File: src/rtl/cpu_pkg.sv
// Shared encodings for the multicycle control FSM: states, opcodes, functs,
// ALU operation codes and PC source selects.
package cpu_pkg;

  typedef enum logic [2:0] {
    ST_FETCH  = 3'd0,
    ST_DECODE = 3'd1,
    ST_EXEC   = 3'd2,
    ST_MEM    = 3'd3,
    ST_WB     = 3'd4
  } state_t;

  localparam logic [5:0] OP_R    = 6'h00;
  localparam logic [5:0] OP_J    = 6'h02;
  localparam logic [5:0] OP_BEQ  = 6'h04;
  localparam logic [5:0] OP_ADDI = 6'h08;
  localparam logic [5:0] OP_LW   = 6'h23;
  localparam logic [5:0] OP_SW   = 6'h2B;

  localparam logic [5:0] FN_ADD = 6'h20;
  localparam logic [5:0] FN_SUB = 6'h22;
  localparam logic [5:0] FN_AND = 6'h24;
  localparam logic [5:0] FN_OR  = 6'h25;

  localparam logic [1:0] ALU_ADD = 2'b00;
  localparam logic [1:0] ALU_SUB = 2'b01;
  localparam logic [1:0] ALU_AND = 2'b10;
  localparam logic [1:0] ALU_OR  = 2'b11;

  localparam logic [1:0] PC_SEQ    = 2'b00;
  localparam logic [1:0] PC_BRANCH = 2'b01;
  localparam logic [1:0] PC_JUMP   = 2'b10;

  // Instructions whose second ALU operand is the sign-extended immediate.
  function automatic logic uses_imm(input logic [5:0] op);
    return (op == OP_ADDI) || (op == OP_LW) || (op == OP_SW);
  endfunction

endpackage

File: src/rtl/alu_decode.sv
// Combinational map from (opcode, funct) to the ALU operation and a flag
// saying whether the instruction is one this controller supports.
module alu_decode
  import cpu_pkg::*;
(
  input  logic [5:0] i_opcode,
  input  logic [5:0] i_funct,
  output logic [1:0] o_alu_ctrl,
  output logic       o_legal
);

  always_comb begin
    o_alu_ctrl = ALU_ADD;
    o_legal    = 1'b0;
    case (i_opcode)
      OP_R: begin
        case (i_funct)
          FN_ADD: begin o_alu_ctrl = ALU_ADD; o_legal = 1'b1; end
          FN_SUB: begin o_alu_ctrl = ALU_SUB; o_legal = 1'b1; end
          FN_AND: begin o_alu_ctrl = ALU_AND; o_legal = 1'b1; end
          FN_OR:  begin o_alu_ctrl = ALU_OR;  o_legal = 1'b1; end
          default: o_legal = 1'b0;
        endcase
      end
      OP_BEQ: begin
        o_alu_ctrl = ALU_SUB;
        o_legal    = 1'b1;
      end
      OP_J, OP_ADDI, OP_LW, OP_SW: o_legal = 1'b1;
      default: o_legal = 1'b0;
    endcase
  end

endmodule

File: src/rtl/multicycle_ctrl.sv
// Multicycle MIPS-subset control unit: FETCH/DECODE/EXEC/MEM/WB sequencing,
// memory handshake with optional timeout, and a retired-instruction counter.
module multicycle_ctrl
  import cpu_pkg::*;
#(
  parameter int MEM_TIMEOUT = 0
) (
  input  logic        clk,
  input  logic        rst,
  input  logic [5:0]  opcode,
  input  logic [5:0]  funct,
  input  logic        can_branch,
  input  logic        mem_ready,
  output logic        mem_req,
  output logic        mem_we,
  output logic        ir_write,
  output logic        pc_write,
  output logic [1:0]  pc_src,
  output logic        alu_src,
  output logic [1:0]  alu_ctrl,
  output logic        reg_dst,
  output logic        mem_to_reg,
  output logic        reg_write,
  output logic        illegal,
  output logic        mem_fault,
  output logic [2:0]  state,
  output logic [31:0] instret
);

  localparam bit          TO_EN   = (MEM_TIMEOUT > 0);
  localparam logic [31:0] TO_LAST = (MEM_TIMEOUT > 0) ? 32'(MEM_TIMEOUT - 1) : 32'd0;

  state_t      r_state;
  logic [5:0]  r_opcode;
  logic [5:0]  r_funct;
  logic [31:0] r_instret;
  logic [31:0] r_wait;

  logic [5:0]  w_op;
  logic [5:0]  w_fn;
  logic [1:0]  w_alu_ctrl;
  logic        w_legal;
  logic        w_mem_phase;
  logic        w_timeout;
  logic        w_retire;

  // DECODE still sees the live instruction; later states use the latched copy.
  assign w_op = (r_state == ST_DECODE) ? opcode : r_opcode;
  assign w_fn = (r_state == ST_DECODE) ? funct  : r_funct;

  alu_decode u_alu_decode (
    .i_opcode   (w_op),
    .i_funct    (w_fn),
    .o_alu_ctrl (w_alu_ctrl),
    .o_legal    (w_legal)
  );

  assign w_mem_phase = (r_state == ST_FETCH) || (r_state == ST_MEM);
  assign w_timeout   = TO_EN && w_mem_phase && !mem_ready && (r_wait == TO_LAST);

  always_comb begin
    w_retire = 1'b0;
    case (r_state)
      ST_DECODE: w_retire = (w_op == OP_J);
      ST_EXEC:   w_retire = (r_opcode == OP_BEQ);
      ST_MEM:    w_retire = mem_ready && (r_opcode == OP_SW);
      ST_WB:     w_retire = 1'b1;
      default:   w_retire = 1'b0;
    endcase
  end

  // Outputs decode from the registered state; all of them drop while rst is high.
  always_comb begin
    mem_req    = 1'b0;
    mem_we     = 1'b0;
    ir_write   = 1'b0;
    pc_write   = 1'b0;
    pc_src     = PC_SEQ;
    alu_src    = 1'b0;
    alu_ctrl   = ALU_ADD;
    reg_dst    = 1'b0;
    mem_to_reg = 1'b0;
    reg_write  = 1'b0;
    illegal    = 1'b0;
    mem_fault  = 1'b0;
    if (!rst) begin
      case (r_state)
        ST_FETCH: begin
          mem_req   = 1'b1;
          ir_write  = mem_ready;
          pc_write  = mem_ready;
          pc_src    = PC_SEQ;
          mem_fault = w_timeout;
        end
        ST_DECODE: begin
          if (w_op == OP_J) begin
            pc_write = 1'b1;
            pc_src   = PC_JUMP;
          end else if (!w_legal) begin
            illegal = 1'b1;
          end
        end
        ST_EXEC: begin
          alu_src  = uses_imm(r_opcode);
          alu_ctrl = w_alu_ctrl;
          if (r_opcode == OP_BEQ) begin
            pc_write = can_branch;
            pc_src   = PC_BRANCH;
          end
        end
        ST_MEM: begin
          mem_req   = 1'b1;
          mem_we    = (r_opcode == OP_SW);
          mem_fault = w_timeout;
        end
        ST_WB: begin
          reg_write  = 1'b1;
          reg_dst    = (r_opcode == OP_R);
          mem_to_reg = (r_opcode == OP_LW);
        end
        default: ;
      endcase
    end
  end

  always_ff @(posedge clk) begin
    if (rst) begin
      r_state   <= ST_FETCH;
      r_opcode  <= 6'd0;
      r_funct   <= 6'd0;
      r_instret <= 32'd0;
      r_wait    <= 32'd0;
    end else begin
      if (w_retire) r_instret <= r_instret + 32'd1;

      // Consecutive unanswered request cycles; cleared on any completion or fault.
      if (TO_EN && w_mem_phase && !mem_ready && !w_timeout) r_wait <= r_wait + 32'd1;
      else                                                  r_wait <= 32'd0;

      case (r_state)
        ST_FETCH: begin
          if (mem_ready) r_state <= ST_DECODE;
          else           r_state <= ST_FETCH;
        end
        ST_DECODE: begin
          r_opcode <= opcode;
          r_funct  <= funct;
          if ((w_op == OP_J) || !w_legal) r_state <= ST_FETCH;
          else                            r_state <= ST_EXEC;
        end
        ST_EXEC: begin
          if (r_opcode == OP_BEQ)                           r_state <= ST_FETCH;
          else if ((r_opcode == OP_LW) || (r_opcode == OP_SW)) r_state <= ST_MEM;
          else                                              r_state <= ST_WB;
        end
        ST_MEM: begin
          if (mem_ready) begin
            if (r_opcode == OP_SW) r_state <= ST_FETCH;
            else                   r_state <= ST_WB;
          end else if (w_timeout) begin
            r_state <= ST_FETCH;
          end
        end
        ST_WB:   r_state <= ST_FETCH;
        default: r_state <= ST_FETCH;
      endcase
    end
  end

  assign state   = r_state;
  assign instret = r_instret;

endmodule

File: config.mk
export PLATFORM = sky130hd
export DESIGN_NAME = multicycle_ctrl
export DESIGN_NICKNAME = d
export VERILOG_FILES = /design/src/rtl/cpu_pkg.sv /design/src/rtl/alu_decode.sv /design/src/rtl/multicycle_ctrl.sv
export SDC_FILE = /design/constraint.sdc
export NUM_CORES = 1
export LEC_CHECK = 0
export BUFFER_PORTS_ARGS = -buffer_cell sky130_fd_sc_hd__buf_2
export CORE_ASPECT_RATIO = 0.75
export CORE_UTILIZATION = 59
export CTS_BUF_LIST = sky130_fd_sc_hd__clkbuf_8
export CTS_CLUSTER_SIZE = 8
export DETAILED_ROUTE_END_ITERATION = 10
export MAX_ROUTING_LAYER = met4
export PLACE_DENSITY = 0.88
export SYNTH_ARGS = -nofsm -noshare
export SYNTH_HDL_FRONTEND = slang
export SYNTH_SLANG_ARGS = --single-unit
File: constraint.sdc
create_clock -name clk -period 3.9 [get_ports clk]
set_input_delay 0.195 -clock clk [delete_from_list [all_inputs] [get_ports clk]]
set_output_delay 0.195 -clock clk [all_outputs]
set_load 0.02 [all_outputs]
# Word level (Yosys, flattened, before mapping)
# Index checks and enable logic that the tools add are counted.
word_totals:
  word_cells: 77
  inputBits: 16
  regBits: 47
op_classes:
  n_mux: 42
  reduce_logical: 12
  eq_ne: 18
  add_sub_neg: 1
op_table:
  columns: ["operator", "n"]
  rows:
  - ["$eq A6 B6 Y1 const B", 8]
  - ["$add A32 B1 Y32 const B", 1]
  - ["$mux W1", 24]
  - ["$eq A6 B3 Y1 const B", 2]
  - ["$eq A6 B4 Y1 const B", 2]
  - ["$logic_not A6 Y1", 2]
  - ["$mux W3", 4]
  - ["$mux W6", 2]
  - ["$pmux W3 S4", 1]
  - ["$mux W2", 5]
  - ["$pmux W2 S2", 2]
  - ["$eq A3 B2 Y1 const B", 2]
  - ["$eq A6 B2 Y1 const B", 1]
  - ["$pmux W2 S3", 1]
  - ["$reduce_or A5 Y1", 1]
  - ["$logic_or A1 B1 Y1", 4]
  - ["$pmux W1 S4", 1]
  - ["$reduce_or A4 Y1", 1]
  - ["$eq A3 B1 Y1 const B", 1]
  - ["$eq A3 B3 Y1 const B", 1]
  - ["$logic_not A3 Y1", 1]
  - ["$pmux W1 S3", 1]
  - ["$ne A2 B2 Y1 const B", 1]
  - ["$pmux W1 S2", 1]
  - ["3 further kinds", 3]

# Logic depth before layout (Yosys ltp)
logic_depth:
  word_depth: 10
  depth_mapped: 8
  ltp_nobuf: 6

# Modules after synthesis
# Synthesis repeated with hierarchy kept, for this count alone.
hier_totals:
  cells_unflattened: 333
  hier_area_um2: 2889.0
by_module_without_submodules:
  columns: ["module", "instances", "area_each_um2", "seq_area_each_um2", "cells_per_inst"]
  rows:
  - ["multicycle_ctrl", 1, 2773.9, 940.9, 319]
  - ["alu_decode", 1, 115.1, 0.0, 14]

# Worst setup path before layout
# No wires, ideal clock.
synth_path:
  path_kind: "register -> output"
  startpoint: "register r_state[2] (netlist: state[2])"
  endpoint: "output port alu_ctrl[1]"
  path_slack_ns: 1.390
  stages_incl_launch_ff: 7
  t_arrival_ns: 2.315
  n_path_buf: 2
  cell_sequence: "dfxtp_1 > buf_2 > or3b_2 > clkbuf_1 > nor4b_1 > nor2_1 > nor4_1"
synth_between:
  elab_chain_cells: 7
synth_lines:
  columns: ["element", "line", "rtl"]
  rows:
  - ["start, declared", "multicycle_ctrl.sv:33", "state_t r_state;"]
  - ["start signal, assigned", "multicycle_ctrl.sv:128", "r_state <= ST_FETCH;"]
  - ["start signal, assigned", "multicycle_ctrl.sv:142", "if (mem_ready) r_state <= ST_DECODE;"]
  - ["start signal, assigned", "multicycle_ctrl.sv:143", "else r_state <= ST_FETCH;"]
  - ["$eq A3 B1 Y1", "multicycle_ctrl.sv:48, multicycle_ctrl.sv:49", null]
  - ["$mux W6", null, null]
  - ["$eq A6 B6 Y1", "alu_decode.sv:17", "case (i_funct)"]
  - ["$pmux W2 S3", "alu_decode.sv:17", null]
  - ["$pmux W2 S2", "alu_decode.sv:15", "case (i_opcode)"]
  - ["$mux W2 (*)", "multicycle_ctrl.sv:87", "case (r_state)"]
  - ["$mux W2 (*)", "multicycle_ctrl.sv:86", "if (!rst) begin"]
  - ["end, declared", "multicycle_ctrl.sv:20", "output logic [1:0] alu_ctrl,"]
# Mark *: on every way between the ends. The rest lies on a longest branch, timed or not.

# Worst setup path after layout
layout_path:
  startpoint: "register r_state[0] (netlist: state[0])"
  endpoint: "output port alu_ctrl[0]"
# Same word-level chain as after synthesis.

==> run_results.csv <==
group,metric,value,unit
status,status,"finished, final reports clean",
floorplanning,die_h,58.6,um
synth,netlist_instances,318,
place,dp_slack,1.11,ns
clock_network,cts-htree-levels,2,
flow_run,maxCapViolCount,0,
synth,ys_warn_count,0,
global_routing,grt_usage,28.0,%
timing,finalSetupViolations,0,
detailed_routing,route.detailed.drc,0,
layout,mostFrequentLayoutCell,"buf_2",
setup_path,start_kind,"flop",
setup_path,worstPathArrival,2.74,ns
clock_network,hold_buffers,0,
timing,fin_crit,2.93,ns
floorplanning,die_area,0.00455,sq mm
timing,fin_tns_setup,0,ns
place,place.gp.congestion,0.904,
detailed_routing,drt_iter0_markers,237,
detailed_routing,wl_per_cell,14.1,um
layout,nNetsFinal,386,
floorplanning,io_pins,65,
power_and_ir_drop,seqPwrFrac,57.2,%
timing,rsz0062_at_grt,"no",
timing,slew_viol_final,0,
layout,insertedDiodeCount,0,
timing,hold_viol,0,
hold_path,holdCritPathClass,"input port to flop",
clock_network,cts.clk_slew.worst_paths,0.08,ns
setup_path,reg2reg_depth,6,
synth,syn_area_per_cell,7.94,sq um
setup_path,crit_fanout,16,
clock_network,cts_tree,"yes",
power_and_ir_drop,clkPwrFrac,32.7,%
timing,min_period_over_period,75.2,%
detailed_routing,post_drt_via_cell_ratio,5.94,
hold_path,whs_path_depth,3,
synth,ys_types,43,
synth,syn_nets,335,
global_routing,antenna_found_initial,0,
place,io_buffers,63,
power_and_ir_drop,leakagePower,1.20,nW
timing,fin_ws,0.968,ns
place,dp_hpwl,4.24,mm
power_and_ir_drop,p_per_area,300,mW/mm^2
power_and_ir_drop,vdd_drop_max,234,uV
synth,synth_area,0.00252,sq mm
power_and_ir_drop,comb_power_share,10.1,%
clock_network,clockBufferDepth,2,
synth,synth-edff-count,0,
floorplanning,fp-row-count,20,
timing,fmax,341,MHz
detailed_routing,ant_nets,0,
clock_network,cts_buffers,5,
setup_path,required,3.70,ns
power_and_ir_drop,p_int,0.642,mW
global_routing,grt_overflow,0,
global_routing,grt_max_degree,52,
synth,synth_seq_area_share,37.3,%
timing,max_slew_margin,41.7,%
synth,synthFlopType,"dfxtp_1",
global_routing,grt_pass1_vias,2121,
power_and_ir_drop,p_switching,0.233,mW
layout,syn_to_final_growth,15.5,%
power_and_ir_drop,p_sw_share,26.7,%
timing,max_slew.worst_pin.slew,0.875,ns
clock_network,cts_resized,0,
clock_network,cts-root-buf,"clkbuf_8",
clock_network,clock-sinks,47,
floorplanning,initial_utilization,61.9,%
setup_path,critPathKind,"flop to output port",
layout,fin_util,71.4,%
synth,async_flop_share,0,%
timing,finClkSkew,0.00464,ns
layout,drive_above_1_share,21.7,%
clock_network,clk_latency,0.30,ns
detailed_routing,wl,5.97,mm
global_routing,grt_pass1_wl,9.76,mm
setup_path,worstSetupEndpointType,"output port",
detailed_routing,dr_total_vias,2519,
floorplanning,die_width,77.5,um
synth,ys_seq_elements,47,
power_and_ir_drop,p_total,0.875,mW
clock_network,cts_post_setup_buffers_inserted,0,
floorplanning,core_area,0.00408,sq mm
detailed_routing,drtPass1Iterations,4,
layout,mostFrequentLayoutCells,"buf_2, dfxtp_1, nor2_1",
==> per-layer routing <==
| layer | up-vias | wire [um] | track usage, % |
|---|---|---|---|
| li1 | 1257 | - | - |
| met3 | 7 | 344 | 4.34 |
| met2 | 90 | 2760 | 42.2 |
| met5 | - | 0 | - |
| met1 | 1165 | 2810 | 38.5 |
| met4 | 0 | 60 | 9.43 |
==> through the flow <==
step	hold WS, ns	instance area [sq um]	instances
after CTS	0.139	2910	424
after detailed placement	0.452	2830	417
after floorplan	0.331	2520	318
after global routing	0.133	2910	424
after global placement	0.439	2830	417
final	0.141	2910	424
==> power by group through the flow <==
stage	sequential, mW	combinational, mW	clock (mW)
finish	0.501	0.0885	0.286
detailed placement	0.511	0.0870	0
global route	0.502	0.0974	0.319
global placement	0.510	0.0849	0
floorplan	0.505	0.0663	0
CTS	0.500	0.0877	0.288
==> cell families (layout without fill, tap and decap cells) <==
logic type	count (synthesis)	count (layout)	share of synthesized area, %
simple gates	153	153	31.5
compound gates	67	67	17.3
flops	47	47	37.3
buf+inv	23	74	3.77
xor+xnor	20	20	6.94
mux	6	6	2.53
fa+ha+maj	1	1	0.496
other cells	1	1	0.149
==> path summary, 6_finish.rpt <==
check	from	end	slack, ns
setup / recovery	state[0]	alu_ctrl[0]	0.97
hold / removal	funct[3]	r_funct[3]	0.14
setup reg to reg	state[1]	instret[31]	1.03
hold reg to reg	r_funct[4]	r_funct[4]	0.47
==> cells in the mapped netlist, drive strengths merged, types with 9 or more instances <==
master | n | area share (%)
dfxtp | 47 | 37
nor2 | 42 | 6.4
nand2 | 34 | 5.1
a21oi | 21 | 4.2
xor2 | 20 | 6.9
clkbuf | 16 | 2.4
o21ai | 15 | 3.0
nand4 | 11 | 2.7
nor3 | 10 | 2.2
o2111ai | 10 | 3.5
and3 | 9 | 2.2
or3 | 9 | 2.2
==> state kept, by name, indices dropped and copies added (netlist names) <==
register and cells:
instret 32, r_funct 6, r_opcode 6, state 3
==> worst max-delay path, stage by stage, from the launching register on <==
cell and delay, ns:
dfxtp_1 0.61, or3b_2 0.67, nor4b_1 0.47, nor2_1 0.12
o31ai_1 0.24, and3_1 0.17, buf_2 0.15
==> layout make-up <==
| type | instances | area [sq um] |
|---|---|---|
| clock buffer | 5 | 68.8 |
| tap | 55 | 68.8 |
| sequential | 47 | 941 |
| clock inverter | 2 | 13.8 |
| multi-input combinational | 248 | 1490 |
| inverter | 3 | 11.3 |
| fill | 338 | 1160 |
| timing repair buffer | 64 | 323 |
No activity file was read; power rests on OpenSTA's default activity.
